### src/rtl/au_pkg.sv
// Shared arithmetic-unit package: prefix-architecture codes, parameter
// range check and binary-to-Gray constant conversion.
package au_pkg;

  localparam int ARCH_RIPPLE   = 0;
  localparam int ARCH_SKLANSKY = 1;
  localparam int ARCH_KOGGE    = 2;

  // Binary to Gray code; used for constants derived from parameters.
  function automatic longint unsigned bin2gray(input longint unsigned b);
    return b ^ (b >> 1);
  endfunction

  // Legal parameter set: WIDTH 1..63, ARCH 0..2, INIT representable in WIDTH bits.
  function automatic bit params_ok(input int width, input int arch,
                                   input longint unsigned init);
    if (width < 1 || width > 63) return 1'b0;
    if (arch < ARCH_RIPPLE || arch > ARCH_KOGGE) return 1'b0;
    if (init >= (64'd1 << width)) return 1'b0;
    return 1'b1;
  endfunction

endpackage

### src/rtl/au_incdec_gray.sv
// Combinational Gray-code +/-1 step. Exactly one bit of a flips; end_flag
// marks that a is at the range end in the requested direction.
module au_incdec_gray
  import au_pkg::*;
#(
  parameter int WIDTH = 8,
  parameter int ARCH  = 0
) (
  input  logic [WIDTH-1:0] a,
  input  logic             up,
  output logic [WIDTH-1:0] z,
  output logic             end_flag
);

  localparam logic [WIDTH-1:0] GMAX = WIDTH'(bin2gray((64'd1 << WIDTH) - 64'd1));

  logic [WIDTH-1:0] zero_run;   // zero_run[i]: a[i:0] is all zero
  logic [WIDTH-1:0] lsb;        // one-hot lowest set bit of a
  logic [WIDTH-1:0] flip;
  logic             use_bit0;

  au_prefix_and #(.WIDTH(WIDTH), .ARCH(ARCH)) u_pfx (
    .x (~a),
    .y (zero_run)
  );

  // Choose the single bit to flip from parity and the lowest set bit.
  always_comb begin
    lsb    = '0;
    lsb[0] = a[0];
    for (int i = 1; i < WIDTH; i++) begin
      lsb[i] = a[i] & zero_run[i-1];
    end
    use_bit0 = up ? ~(^a) : (^a);
    flip     = '0;
    if (use_bit0) begin
      flip[0] = 1'b1;
    end else begin
      flip = lsb << 1;
      // Lowest set bit at the MSB, or no bit set at all: flip the MSB (wrap).
      if (lsb[WIDTH-1] || zero_run[WIDTH-1]) flip[WIDTH-1] = 1'b1;
    end
  end

  assign z        = a ^ flip;
  assign end_flag = up ? (a == GMAX) : (a == '0);

endmodule

### src/rtl/au_prefix_and.sv
// Parallel-prefix AND: y[i] = &x[i:0]. ARCH picks ripple, Sklansky or
// Kogge-Stone; all three produce identical results.
module au_prefix_and
  import au_pkg::*;
#(
  parameter int WIDTH = 8,
  parameter int ARCH  = 0
) (
  input  logic [WIDTH-1:0] x,
  output logic [WIDTH-1:0] y
);

  logic [WIDTH-1:0] acc;
  logic [WIDTH-1:0] tmp;

  // Prefix network selected at elaboration time by ARCH.
  always_comb begin
    acc = x;
    tmp = x;
    if (ARCH == ARCH_RIPPLE) begin
      for (int i = 1; i < WIDTH; i++) begin
        acc[i] = acc[i-1] & x[i];
      end
    end else if (ARCH == ARCH_SKLANSKY) begin
      // At level k only nodes with bit k set update, and their source has
      // bit k clear, so in-place update is safe.
      for (int k = 0; (1 << k) < WIDTH; k++) begin
        for (int i = 0; i < WIDTH; i++) begin
          if (((i >> k) & 1) == 1) begin
            acc[i] = acc[i] & acc[((i >> k) << k) - 1];
          end
        end
      end
    end else begin
      for (int d = 1; d < WIDTH; d = d << 1) begin
        tmp = acc;
        for (int i = d; i < WIDTH; i++) begin
          acc[i] = tmp[i] & tmp[i-d];
        end
      end
    end
  end

  assign y = acc;

endmodule

### src/rtl/au_cnt_gray.sv
// Registered Gray-code up/down counter with load, wrap/saturate,
// terminal-count flag and one-cycle overflow pulse.
module au_cnt_gray
  import au_pkg::*;
#(
  parameter int          WIDTH = 8,
  parameter int          ARCH  = 0,
  parameter int          WRAP  = 1,
  parameter int unsigned INIT  = 0
) (
  input  logic             clk,
  input  logic             rst,
  input  logic             en,
  input  logic             up,
  input  logic             load,
  input  logic [WIDTH-1:0] d,
  output logic [WIDTH-1:0] z,
  output logic             tc,
  output logic             ovf
);

  localparam logic [WIDTH-1:0] GMAX  = WIDTH'(bin2gray((64'd1 << WIDTH) - 64'd1));
  localparam logic [WIDTH-1:0] GINIT = WIDTH'(bin2gray(64'(INIT)));

  if (!params_ok(WIDTH, ARCH, 64'(INIT))) begin : g_bad_param
    $error("au_cnt_gray: illegal WIDTH/ARCH/INIT");
  end

  logic [WIDTH-1:0] z_q, z_d;
  logic             ovf_q, ovf_d;
  logic [WIDTH-1:0] step;
  logic             end_flag;

  au_incdec_gray #(.WIDTH(WIDTH), .ARCH(ARCH)) u_step (
    .a        (z_q),
    .up       (up),
    .z        (step),
    .end_flag (end_flag)
  );

  // Load/count priority and wrap-or-saturate at the range ends.
  always_comb begin
    z_d   = z_q;
    ovf_d = 1'b0;
    if (load) begin
      z_d = d;
    end else if (en) begin
      if (end_flag) begin
        ovf_d = 1'b1;
        if (WRAP != 0) z_d = up ? '0 : GMAX;
      end else begin
        z_d = step;
      end
    end
  end

  // State and overflow registers; reset overrides load and count.
  always_ff @(posedge clk) begin
    if (rst) begin
      z_q   <= GINIT;
      ovf_q <= 1'b0;
    end else begin
      z_q   <= z_d;
      ovf_q <= ovf_d;
    end
  end

  assign z   = z_q;
  assign ovf = ovf_q;
  assign tc  = en & end_flag;

endmodule
### config.mk
export PLATFORM = sky130hd
export DESIGN_NAME = au_cnt_gray
export DESIGN_NICKNAME = d
export VERILOG_FILES = /design/src/rtl/au_pkg.sv /design/src/rtl/au_incdec_gray.sv /design/src/rtl/au_prefix_and.sv /design/src/rtl/au_cnt_gray.sv
export SDC_FILE = /design/constraint.sdc
export NUM_CORES = 1
export LEC_CHECK = 0
export ABC_AREA = 1
export BUFFER_PORTS_ARGS = -buffer_cell sky130_fd_sc_hd__buf_4
export CORE_MARGIN = 2
export CORE_UTILIZATION = 52
export DETAILED_ROUTE_END_ITERATION = 12
export GPL_TIMING_DRIVEN = 0
export PLACE_DENSITY = 0.79
export SYNTH_ARGS = -nofsm -noshare
export SYNTH_HDL_FRONTEND = slang
export SYNTH_SLANG_ARGS = --single-unit
### constraint.sdc
create_clock -name clk -period 2.9 [get_ports clk]
set_input_delay 0.435 -clock clk [delete_from_list [all_inputs] [get_ports clk]]
set_output_delay 0.435 -clock clk [all_outputs]
set_load 0.01 [all_outputs]
==> impl_metrics.toml <==
[hold_path]
holdCritPathClass = "in2reg"
min_path_cells = 3

[clocking]
cts-htree-levels = 1
cts_tree = "built"
cts_setup_buffers = 0
cts_hold_repair.buffers = 0
clk_pin_slew_ps = 60
cts_buffers = 3
worstSkewPairLatency_ps = 260
cts-root-buf = "clkbuf_4"
cts_resized = 0
cts_sinks = 9
clockBufferDepth = 2

[drt]
post_drt_wl_per_cell_um = 13.1
drt_iter0_markers = 28
via_count = 895
avgViaCountPerCell = 5.70
ant_nets = 0
drt_first_pass_iters = 4
routed_wl_um = 2060
drc = 0

[global_routing]
grt_use_met1_pct = 26.0
grtUsageMet2_pct = 41.5
grt_use_total_pct = 23.8
antenna_found_initial = 0
grt_pass1_wl_um = 3460
grt_overflow = 0
grt_pass1_vias = 877
grt.busiest_layer = "met2"
met3_usage_pct = 7.50
grt_max_degree = 11

[sta]
tns_ps = 0
max_slew_margin_pct = 77.3
fmax_mhz = 453
worst_pin_slew_ps = 337
grt_setup_unrepaired = "false"
final.setup_skew_ps = 3.34
hold_viol_final = 0
setup_viol = 0
report.final.slew_viol_count = 0
finalCriticalPeriod_ps = 2210
period_share_pct = 76.1

[logic_synthesis]
yosys.area_share.adder_pct = 10.5
synth_xor_xnor_area_share_pct = 0
synth_area_leader_cell = "dfxtp_1"
synth_fp_nets = 137
syn_area_sq_um = 831
postSynthCellCount = 117
synth_seq_area_share_pct = 21.7
yosys.area_share.simple_pct = 41.3
syn_avg_cell_area_sq_um = 7.10
ys_types = 28
synth_top_cell_area_share_pct = 21.7
synth_compound_area_share_pct = 12.3
synthMuxAreaShare_pct = 0
synth-warning-count = 0
netlist_top_cells_area = "dfxtp_1, ha_1, nand2_1"
synth_seq_cells = 9
synth_top_family_by_area = "simple AND/OR/NAND/NOR gates"

[power_and_ir_drop]
leakagePower_uw = 0.000541
p_int_uw = 273
swShare_pct = 39.6
p_clk_share_pct = 21.9
ir_drop_v = 0.000269
power_density_nw_per_um2 = 440
combPwrFrac_pct = 46.3
p_sw_uw = 179
p_seq_share_pct = 31.8
power.total_uw = 452

[placed_design]
hpwlAfterDp_um = 1610
placed_cell_area_sq_um = 1000
gp_congestion = 0.775
numPlacedInstances = 153
io_buffers = 20

[floorplanning]
io_pins = 23
core_area_sq_um = 1510
row_count = 14
dieArea_sq_um = 1930
die_y_um = 44.0
start_util_pct = 55.1
die_x_um = 44.0

[status]
status = "finished clean"

[worst_setup_path]
critPathCaptureType = "flip-flop"
worstRegToRegCells = 12
crit_type = "reg2reg"
worstPathMaxFanout = 10
cp_data_arrival_time_ps = 2400
required_ps = 3090
start_kind = "flip-flop"

[final_layout]
drive_gt1_share_pct = 29.1
diodes = 0
syn_to_final_growth_pct = 23.6
finalInstanceArea_sq_um = 1030
fin_nets = 162
instances_no_fill = 157

[run]
maxCapViolations = 0
[state kept, by name, summed over array words and instances, names as in the netlist]
name  cells
ovf       1
z         8
[placed cells by master, fill, tap and decap left out, types with 2 or more instances in the layout]
| cell | instances |
|---|---|
| nand2_1 | 21 |
| inv_1 | 20 |
| buf_4 | 20 |
| nand3_1 | 9 |
| dfxtp_1 | 9 |
| a21oi_1 | 8 |
| nand4_1 | 7 |
| ha_1 | 7 |
| nand3_2 | 6 |
| a22oi_1 | 5 |
| nor2_1 | 4 |
| clkbuf_4 | 3 |
| nor2_2 | 2 |
| inv_2 | 2 |
| nand4_2 | 2 |
[worst paths after layout]
path	startpoint	endpoint	slack, ps
max reg2reg	z[6]$_SDFFE_PP0P_	z[1]$_SDFFE_PP0P_	690
min reg2reg	z[0]$_SDFFE_PP0P_	z[0]$_SDFFE_PP0P_	550
min	d[0]	z[0]$_SDFFE_PP0P_	470
max	z[6]$_SDFFE_PP0P_	z[1]$_SDFFE_PP0P_	690
[synth_stat cells (all sizes together)]
master / n
inv: 22
nand2: 22
nand3: 15
dfxtp: 9
nand4: 9
a21oi: 8
ha: 7
nor2: 7
a22oi: 5
buf: 4
nor3: 2
o21ai: 2
a31oi: 1
and2: 1
and3: 1
nor4: 1
o221ai: 1
[power by group through the flow]
stage | logic, uW | clock network [uW] | registers, uW
after CTS | 209 | 101 | 143
after floorplan | 148 | 0 | 148
final | 209 | 98.7 | 144
after detailed placement | 207 | 0 | 146
after global placement | 198 | 0 | 146
after global routing | 231 | 105 | 145
[layer usage]
layer / wire [um] / part of all wire (%) / up-vias
li1: - / - / 448
met1: 796 / 39 / 406
met2: 1070 / 52 / 37
met3: 170 / 8.2 / 4
met4: 25 / 1.2 / 0
met5: 0 / 0 / -
[per-stage QoR]
stage | hold slack [ps] | worst slack, ps | util, %
2_1_floorplan | 534 | 903 | -
3_3_place_gp | 515 | 845 | 66.4
3_5_place_dp | 545 | 748 | 66.4
4_1_cts | 464 | 694 | 68.2
5_1_grt | 485 | 471 | 68.2
6_report | 467 | 694 | 68.2
[worst max-delay path, cell delays in order, from the launching register on]
cell and delay, ps:
dfxtp_1 410, inv_1 110, ha_1 330, nand2_1 90, inv_2 50, nor2_4 90, nand3_2 130, buf_6 180
and2_1 160, ha_1 190, a21oi_1 160, o21ai_1 80, a21oi_1 140
[cell families after synthesis]
family                   count (synthesis)
flip-flops                               9
buffers and inverters                   26
adder cells (fa/ha/maj)                  7
AND/OR/NAND/NOR                         58
AO/OA/AOI/OAI                           17
[area by class of cell]
type | count | area, sq um
Multi-Input combinational cell | 82 | 533
Fill cell | 144 | 479
Sequential cell | 9 | 180
Timing Repair Buffer | 20 | 150
Inverter | 22 | 82.6
Buffer | 4 | 35.0
Clock buffer | 4 | 26.3
Tap cell | 16 | 20.0
Note: power is estimated with default switching activity, not from simulation.
